File: config.mk
export PLATFORM = sky130hd
export DESIGN_NAME = ovr_filter
export DESIGN_NICKNAME = d
export VERILOG_FILES = /design/src/rtl/ovr_filter_pkg.sv /design/src/rtl/ovr_accum.sv /design/src/rtl/ovr_filter.sv
export SDC_FILE = /design/constraint.sdc
export NUM_CORES = 2
export LEC_CHECK = 0
export CAP_MARGIN = 20
export CORE_MARGIN = 1
export CORE_UTILIZATION = 50
export DETAILED_ROUTE_END_ITERATION = 8
export DONT_BUFFER_PORTS = 1
export GPL_TIMING_DRIVEN = 1
export SYNTH_ARGS = -nofsm -noshare
export SYNTH_HDL_FRONTEND = slang
export SYNTH_SLANG_ARGS = --single-unit
File: constraint.sdc
create_clock -name sys_clk_in -period 7.4 [get_ports sys_clk_in]
set_clock_uncertainty 0.15 [all_clocks]
set_input_delay 1.48 -clock sys_clk_in [delete_from_list [all_inputs] [get_ports sys_clk_in]]
set_output_delay 1.48 -clock sys_clk_in [all_outputs]
set_load 0.02 [all_outputs]
File: src/rtl/ovr_filter_pkg.sv
// Shared defaults and derived widths for the ovr_filter oversample filter.
// Rounding build option: define OVR_FILTER_ROUND_EN.
package ovr_filter_pkg;

  localparam int unsigned DEF_W_DATA = 18;
  localparam int unsigned DEF_N_ADC  = 8;
  localparam int unsigned DEF_W_OS   = 3;
  localparam int unsigned DEF_MAX_OS = 7;

  // Wide enough to hold 2^max_os full-scale samples without overflow.
  function automatic int unsigned acc_width(input int unsigned w_data, input int unsigned max_os);
    return w_data + max_os;
  endfunction

  function automatic int unsigned chan_width(input int unsigned n_adc);
    return (n_adc > 1) ? $clog2(n_adc) : 1;
  endfunction

endpackage

File: src/rtl/ovr_accum.sv
// Single-channel accumulator: window counter, oversample exponent and averaged output register.
// Define OVR_FILTER_ROUND_EN to round half-up instead of truncating toward negative infinity.
module ovr_accum
  import ovr_filter_pkg::*;
#(
  parameter int unsigned W_DATA = DEF_W_DATA,
  parameter int unsigned W_OS   = DEF_W_OS,
  parameter int unsigned MAX_OS = DEF_MAX_OS
) (
  input  logic              i_clk,
  input  logic              i_rst,
  input  logic              i_valid,
  input  logic [W_DATA-1:0] i_data,
  input  logic              i_os_wr,
  input  logic [W_OS-1:0]   i_os_val,
  output logic              o_valid,
  output logic [W_DATA-1:0] o_data
);

  localparam int unsigned W_ACC = acc_width(W_DATA, MAX_OS);
  localparam int unsigned W_CNT = MAX_OS + 1;

  logic signed [W_ACC-1:0] r_acc;
  logic [W_CNT-1:0]        r_cnt;
  logic [W_OS-1:0]         r_os;
  logic                    r_valid;
  logic [W_DATA-1:0]       r_data;

  logic [W_OS-1:0]         w_os;
  logic signed [W_ACC-1:0] w_acc_base;
  logic [W_CNT-1:0]        w_cnt_base;
  logic signed [W_ACC-1:0] w_sum;
  logic [W_CNT-1:0]        w_cnt_next;
  logic [W_CNT-1:0]        w_target;
  logic                    w_done;
  logic signed [W_ACC:0]   w_half;
  logic signed [W_ACC:0]   w_rnd;
  logic [W_DATA-1:0]       w_avg;

  // An exponent write restarts the window; a coincident sample becomes its first sample.
  always_comb begin
    w_os       = i_os_wr ? i_os_val : r_os;
    w_acc_base = i_os_wr ? '0 : r_acc;
    w_cnt_base = i_os_wr ? '0 : r_cnt;
    w_sum      = w_acc_base + {{MAX_OS{i_data[W_DATA-1]}}, i_data};
    w_cnt_next = w_cnt_base + W_CNT'(1);
    w_target   = W_CNT'(1) << w_os;
    w_done     = i_valid && (w_cnt_next == w_target);
`ifdef OVR_FILTER_ROUND_EN
    w_half     = (w_os != '0) ? ((W_ACC + 1)'(1) << (w_os - W_OS'(1))) : '0;
`else
    w_half     = '0;
`endif
    // One extra bit so the rounding offset cannot wrap a full-scale positive sum.
    w_rnd      = $signed({w_sum[W_ACC-1], w_sum}) + w_half;
    w_avg      = W_DATA'(w_rnd >>> w_os);
  end

  always_ff @(posedge i_clk) begin
    if (i_rst) begin
      r_acc   <= '0;
      r_cnt   <= '0;
      r_os    <= '0;
      r_valid <= 1'b0;
      r_data  <= '0;
    end else begin
      r_os    <= w_os;
      r_valid <= w_done;
      if (w_done) begin
        r_data <= w_avg;
        r_acc  <= '0;
        r_cnt  <= '0;
      end else if (i_valid) begin
        r_acc <= w_sum;
        r_cnt <= w_cnt_next;
      end else begin
        r_acc <= w_acc_base;
        r_cnt <= w_cnt_base;
      end
    end
  end

  assign o_valid = r_valid;
  assign o_data  = r_data;

endmodule

File: src/rtl/ovr_filter.sv
// Oversample filter top: half-bus steering with lowest-index priority, per-channel averaging,
// and A/B output muxing. Define OVR_FILTER_ROUND_EN for round-half-up averages.
module ovr_filter
  import ovr_filter_pkg::*;
#(
  parameter int unsigned W_DATA = DEF_W_DATA,
  parameter int unsigned N_ADC  = DEF_N_ADC,
  parameter int unsigned W_OS   = DEF_W_OS,
  parameter int unsigned MAX_OS = DEF_MAX_OS
) (
  input  logic                          sys_clk_in,
  input  logic                          reset_in,
  input  logic [N_ADC-1:0]              data_valid_in,
  input  logic [W_DATA-1:0]             data_a_in,
  input  logic [W_DATA-1:0]             data_b_in,
  input  logic [chan_width(N_ADC)-1:0]  os_chan_in,
  input  logic [W_OS-1:0]               os_value_in,
  input  logic                          os_update_in,
  output logic [N_ADC-1:0]              data_valid_out,
  output logic [W_DATA-1:0]             data_a_out,
  output logic [W_DATA-1:0]             data_b_out
);

  localparam int unsigned W_CH   = chan_width(N_ADC);
  localparam int          N_HALF = int'(N_ADC / 2);
  localparam logic [W_OS-1:0] OS_MAX = W_OS'(MAX_OS);

  logic [N_ADC-1:0]  w_take;
  logic [N_ADC-1:0]  w_os_wr;
  logic [N_ADC-1:0]  w_valid;
  logic [W_DATA-1:0] w_data [N_ADC];
  logic [W_OS-1:0]   w_os_clamped;
  logic [W_CH-1:0]   w_sel_a;
  logic [W_CH-1:0]   w_sel_b;
  logic [W_CH-1:0]   r_sel_a;
  logic [W_CH-1:0]   r_sel_b;

  // Scan each half from the top down so the lowest asserted index is the one left standing.
  always_comb begin
    w_take = '0;
    for (int i = N_HALF - 1; i >= 0; i--) begin
      if (data_valid_in[i]) w_take[N_HALF-1:0] = N_HALF'(1) << i;
    end
    for (int i = int'(N_ADC) - 1; i >= N_HALF; i--) begin
      if (data_valid_in[i]) w_take[N_ADC-1:N_HALF] = N_HALF'(1) << (i - N_HALF);
    end
    w_os_clamped = (os_value_in > OS_MAX) ? OS_MAX : os_value_in;
    w_os_wr      = os_update_in ? (N_ADC'(1) << os_chan_in) : '0;
  end

  for (genvar g = 0; g < int'(N_ADC); g++) begin : g_ch
    ovr_accum #(
      .W_DATA (W_DATA),
      .W_OS   (W_OS),
      .MAX_OS (MAX_OS)
    ) u_accum (
      .i_clk    (sys_clk_in),
      .i_rst    (reset_in),
      .i_valid  (w_take[g]),
      .i_data   ((g < N_HALF) ? data_a_in : data_b_in),
      .i_os_wr  (w_os_wr[g]),
      .i_os_val (w_os_clamped),
      .o_valid  (w_valid[g]),
      .o_data   (w_data[g])
    );
  end

  // The last channel to pulse in each half keeps driving its bus, so the bus holds between pulses.
  always_comb begin
    w_sel_a = r_sel_a;
    w_sel_b = r_sel_b;
    for (int i = 0; i < N_HALF; i++) begin
      if (w_valid[i]) w_sel_a = W_CH'(i);
    end
    for (int i = N_HALF; i < int'(N_ADC); i++) begin
      if (w_valid[i]) w_sel_b = W_CH'(i);
    end
    data_valid_out = w_valid;
    data_a_out     = w_data[w_sel_a];
    data_b_out     = w_data[w_sel_b];
  end

  always_ff @(posedge sys_clk_in) begin
    if (reset_in) begin
      r_sel_a <= '0;
      r_sel_b <= W_CH'(N_HALF);
    end else begin
      r_sel_a <= w_sel_a;
      r_sel_b <= w_sel_b;
    end
  end

endmodule

# Word-level counts from Yosys, hierarchy flattened
# Index checks and enable logic that the tools add are counted.
[op_classes] n_addsub=16 n_lt_le_gt_ge=3 eq_ne=8 shifts=17 muxes=64 n_bitwise=2 n_reduce_logical=16
[op_table] op="25-bit two-way mux" count=16
[op_table] op="25-bit adder" count=8
[op_table] op="25-bit by 3-bit >>> shifter with 18-bit output" count=8
[op_table] op="8-bit two-way mux" count=17
[op_table] op="18-bit binary-select mux with 3-bit select" count=2
[op_table] op="18-bit two-way mux" count=4
[op_table] op="1-bit by 3-bit << shifter with 8-bit output (first input constant)" count=9
[op_table] op="8-bit by 1-bit adder with 8-bit output (second input constant)" count=8
[op_table] op="8-bit == test" count=8
[op_table] op="3-bit two-way mux" count=17
[op_table] op="4-bit two-way mux" count=8
[op_table] op="2-bit OR reduction" count=8
[op_table] op="4-bit greater-or-equal comparator (second input constant)" count=2
[op_table] op="1-bit logical AND" count=8
[op_table] op="3-bit inverter with 4-bit output" count=2
[op_table] op="3-bit greater-than comparator (second input constant)" count=1
[totals] reg_bits=446 input_bits=53 out_inout_bits=44

# Longest topological paths before layout
[logic_depth] word_depth=8 depth_mapped=18 ltp_nobuf=14

# Hierarchy
# Synthesis repeated with hierarchy kept, for this count alone.
[unflattened] cells_unflattened=5159 hier_area_um2=40411.3
[by_module_without_submodules] mod="ovr_accum (g_ch[4].u_accum ...)" n_inst=3 cells_each=584 area_each_um2=4690.7 seq_area_each_um2=1101.1
[by_module_without_submodules] mod="ovr_accum (g_ch[1].u_accum ...)" n_inst=2 cells_each=576 area_each_um2=4468.0 seq_area_each_um2=1101.1
[by_module_without_submodules] mod="ovr_accum (g_ch[3].u_accum)" n_inst=1 cells_each=589 area_each_um2=4755.8 seq_area_each_um2=1101.1
[by_module_without_submodules] mod="ovr_accum (g_ch[0].u_accum)" n_inst=1 cells_each=592 area_each_um2=4601.9 seq_area_each_um2=1101.1
[by_module_without_submodules] mod="ovr_accum (g_ch[6].u_accum)" n_inst=1 cells_each=569 area_each_um2=4533.1 seq_area_each_um2=1101.1
[by_module_without_submodules] mod="ovr_filter" n_inst=1 cells_each=505 area_each_um2=3512.1 seq_area_each_um2=120.1

# Least setup slack after synthesis
# OpenSTA, ideal clock, no wires.
[synth_timing] path_kind="input to register" startpoint="input port os_chan_in[0]" endpoint="register g_ch[6].u_accum.r_data[15]" setup_ns=0.128 arrival_ns=5.442 t_required_ns=7.122 path_slack_ns=1.680 cell_stages=18 n_path_buf=4 path_cell_list="buf_2 > nand4b_4 > clkbuf_1 > clkbuf_1 > clkbuf_1 > and2_1 > ha_1 > fa_1 > a211oi_1 > o21ai_0 > a221oi_1 > o21ai_1 > o2111a_1 > a2111oi_0 > o21bai_1 > nor3_1 > a2111oi_0 > nor2_1"
[synth_between] elab_chain_len=6 word_cells_on_any_way=11
[synth_rtl] item="start, declared" line_no="ovr_filter.sv:16" source="input logic [chan_width(N_ADC)-1:0] os_chan_in,"
[synth_rtl] item="1-bit by 3-bit << shifter with 8-bit output (*)" line_no="ovr_filter.sv:48" source="w_os_wr = os_update_in ? (N_ADC'(1) << os_chan_in) : '0;"
[synth_rtl] item="8-bit two-way mux (*)" line_no="ovr_filter.sv:48"
[synth_rtl] item="branches (longest 4 deep; another with 25-bit adder)"
[synth_rtl] item="end signal, assigned" line_no="ovr_accum.sv:70" source="r_data <= w_avg;"
[synth_rtl] item="end, declared" line_no="ovr_accum.sv:27" source="logic [W_DATA-1:0] r_data;"
# Mark *: on every way between the ends.
# A chain may end at the register's enable or synchronous reset.

# Worst setup path in the final report
[layout_timing] startpoint="input port os_chan_in[2]" endpoint="register g_ch[1].u_accum.r_data[16]"
[layout_between] elab_chain_len=6 word_cells_on_any_way=11
[layout_rtl] item="1-bit by 3-bit << shifter with 8-bit output (*)" line_no="ovr_filter.sv:48"
[layout_rtl] item="8-bit two-way mux (*)" line_no="ovr_filter.sv:48"
[layout_rtl] item="branches (longest 4 deep; another with 25-bit adder)"
[layout_rtl] item="end signal, assigned" line_no="ovr_accum.sv:70"
[layout_rtl] item="end, declared" line_no="ovr_accum.sv:27"
# Marked as above.

==> results.sh <==
export IMPL_worst_endpoint_arrival_ns=5.89
export IMPL_gr_usage_all_layers_pct=31.9
export IMPL_maxClockFrequency_mhz=181
export IMPL_clkLatencyLatePin_ns=0.64
export IMPL_row_count=100
export IMPL_cts_root_buf="sky130_fd_sc_hd__clkbuf_16"
export IMPL_h_tree_depth=2
export IMPL_gp_congestion=0.949
export IMPL_cts_tree="done"
export IMPL_worstPathMaxFanout=17
export IMPL_coreArea_sq_um=75100
export IMPL_die_area_sq_um=77500
export IMPL_ys_async_sr_fraction_pct=0
export IMPL_die_height_microns=278
export IMPL_clock_sinks=446
export IMPL_wire_per_inst_microns=21.7
export IMPL_clkSlewWorstSetupHoldPaths_ns=0.07
export IMPL_dieWidth_microns=278
export IMPL_synth_fp_nets=5296
export IMPL_viasPerCell=6.27
export IMPL_synth_warning_count=0
export IMPL_end_kind="flop"
export IMPL_maximum_ir_drop_on_the_vdd_rail_mv=0.188
export IMPL_multi_input_comb_area_sq_um=27800
export IMPL_cts_buffer_depth=3
export IMPL_netlist_area_before_placement_sq_um=38200
export IMPL_detailedRoute_firstIterationViolations=3481
export IMPL_grt_max_degree=111
export IMPL_synthCells=5035
export IMPL_power_density_nw_per_um2=195
export IMPL_run_status="finished, final reports clean"
export IMPL_grt_pass1_wl_mm=196
export IMPL_final_setup_vio_count=0
export IMPL_fillers=7378
export IMPL_ys_ff_latch=446
export IMPL_first_global_vias=33611
export IMPL_placedInstanceArea_sq_um=38800
export IMPL_hold_worst_slack_ns=0.327
export IMPL_layout_min_cycle_time_ns=5.53
export IMPL_drt_wl_total_mm=127
export IMPL_synth_seq_area_share_pct=23.4
export IMPL_worst_slew_pin_slew_ns=1.14
export IMPL_cap_violations=0
export IMPL_syn_area_per_cell_sq_um=7.59
export IMPL_final_hold_viol_count=0
export IMPL_firstDrtPassIters=6
export IMPL_cp_start_kind="input pin"
export IMPL_timing_critical_path_required_ns=7.76
export IMPL_hold_crit_depth=2
export IMPL_n_antenna_cell=0
export IMPL_yosys_cell_types_count=105
export IMPL_postCtsResizedCells=0
export IMPL_post_place_cells=5749
export IMPL_grt_setup_unrepaired="false"
export IMPL_port_buffers=0
export IMPL_final_common_cell="sky130_fd_sc_hd__nand2_1"
export IMPL_leakagePower_nw=16.4
export IMPL_hold_buffers=0
export IMPL_instances_no_fill=5856
export IMPL_globalRouteOverflowTotal=0
export IMPL_proportion_of_layout_cells_with_a_drive_suffix_above_1_pct=8.18
export IMPL_routed_via_count=36719
export IMPL_sequential_cell_area_sq_um=8930
export IMPL_ys_dominant_reg_cell="sky130_fd_sc_hd__dfxtp_1"
export IMPL_cts_buf_count=57
export IMPL_initial_standard_cell_utilization_of_the_core_pct=50.9
export IMPL_place_hpwl_mm=94.6
export IMPL_total_power_w=0.00794
export IMPL_cts_setup_buffers=0
export IMPL_route_detailed_drc=0
export IMPL_mostFrequentLayoutCells="sky130_fd_sc_hd__nand2_1, sky130_fd_sc_hd__nor2_1, sky130_fd_sc_hd__a21oi_1, sky130_fd_sc_hd__dfxtp_1, sky130_fd_sc_hd__o21ai_0"
export IMPL_route_antenna_remaining_nets=0
export IMPL_synth_enable_flop_cells=0
export IMPL_finalNetCount=5104
export IMPL_slew_headroom_pct=23.1
export IMPL_worstSetupPathType="in -> reg"
export IMPL_final_report_max_slew_violation_count=0
export IMPL_boundaryPins=97
export IMPL_antenna_found_initial=5
export IMPL_min_path_type="reg -> reg"
export IMPL_area_growth_synth_to_final_pct=6.59
export IMPL_finalInstanceArea_sq_um=40700
export IMPL_rr_worst_depth=13
export IMPL_tns_ns=0
export IMPL_period_share_pct=74.7
## Yosys cell counts, types with 95 or more instances
master	instances	share of area (%)
sky130_fd_sc_hd__xor2_1	95	2.2
sky130_fd_sc_hd__o21ai_0	247	3.2
sky130_fd_sc_hd__clkbuf_1	256	2.5
sky130_fd_sc_hd__nand2_1	697	6.8
sky130_fd_sc_hd__dfxtp_1	446	23
sky130_fd_sc_hd__nor2_1	534	5.2
sky130_fd_sc_hd__nand3_1	117	1.5
sky130_fd_sc_hd__and2_1	236	3.9
sky130_fd_sc_hd__ha_1	200	6.5
sky130_fd_sc_hd__a211oi_1	96	1.9
sky130_fd_sc_hd__a21oi_1	451	5.9
sky130_fd_sc_hd__xnor2_1	199	4.6
sky130_fd_sc_hd__mux2i_1	161	4.2
sky130_fd_sc_hd__nor3_1	128	1.7
## where the power goes
part | switching (W) | internal (W) | total, W
sequential | 0.000119 | 0.00255 | 0.00267
combinational | 0.00150 | 0.000915 | 0.00241
clock | 0.00121 | 0.00165 | 0.00286
total | 0.00282 | 0.00512 | 0.00794
## per-layer routing
metal  track usage (%)  up-vias  part of all wire, %
li1                  -    17878                    -
met3              6.98      179                  9.2
met4              7.11        2                  2.2
met5                 0        -                0.010
met1              45.5    17479                   46
met2              48.9     1181                   43
## cells by family (layout without fill, tap and decap cells)
logic type               Yosys count  after routing  synth area share [%]
AND/OR/NAND/NOR                 1994           1994                  24.4
AO/OA/AOI/OAI                   1387           1387                  23.4
flip-flops                       446            446                  23.4
buffers and inverters            394            246                  4.14
multiplexers                     312            312                  11.0
XOR/XNOR                         294            294                  6.74
adder cells (fa/ha/maj)          208            208                  6.97
## layout make-up
type / count / area share, %
clock inverters: 25 / 0.599
repair buffers: 74 / 1.52
clock buffers: 78 / 3.97
inverters: 69 / 0.636
multi-input cells: 4195 / 68.4
well taps: 969 / 2.98
flip-flops and latches: 446 / 21.9
## critical path: stages
cell and delay, ns:
sky130_fd_sc_hd__nand4bb_1 0.73, sky130_fd_sc_hd__buf_4 0.48, sky130_fd_sc_hd__and2_1 0.19, sky130_fd_sc_hd__ha_1 0.35, sky130_fd_sc_hd__o21a_1 0.17, sky130_fd_sc_hd__nor2_1 0.05
sky130_fd_sc_hd__or3_1 0.31, sky130_fd_sc_hd__o22ai_1 0.57, sky130_fd_sc_hd__a311oi_1 0.21, sky130_fd_sc_hd__xnor2_1 0.41, sky130_fd_sc_hd__mux2i_1 0.17, sky130_fd_sc_hd__mux2i_1 0.27
sky130_fd_sc_hd__nor2_1 0.06, sky130_fd_sc_hd__a2111oi_0 0.42
## worst paths after layout
check,from,end,slack [ns]
max,os_chan_in[2],g_ch[1].u_accum.o_data[16]$_SDFFE_PP0P_,1.87
min,g_ch[4].u_accum.o_data[0]$_SDFFE_PP0P_,g_ch[4].u_accum.o_data[0]$_SDFFE_PP0P_,0.33
max reg2reg,g_ch[6].u_accum.r_acc[0]$_SDFF_PP0_,g_ch[6].u_accum.o_data[15]$_SDFFE_PP0P_,3.27
min reg2reg,g_ch[4].u_accum.o_data[0]$_SDFFE_PP0P_,g_ch[4].u_accum.o_data[0]$_SDFFE_PP0P_,0.33
## metrics by stage
step           utilization, %  worst slack [ns]
6_report                 54.2              1.87
5_1_grt                  54.2              1.52
4_1_cts                  54.2              1.94
3_5_place_dp             51.7              1.29
3_3_place_gp             51.6              1.36
2_1_floorplan               -              1.68
## registers in the layout (all words and copies together), names as in the netlist
name and flops:
g_ch.u_accum.r_acc 200, g_ch.u_accum.o_data 144, g_ch.u_accum.r_cnt 64, g_ch.u_accum.r_os 24
g_ch.u_accum.o_valid 8, r_sel_a 3, r_sel_b 3
Note: power is estimated with default switching activity, not from simulation.
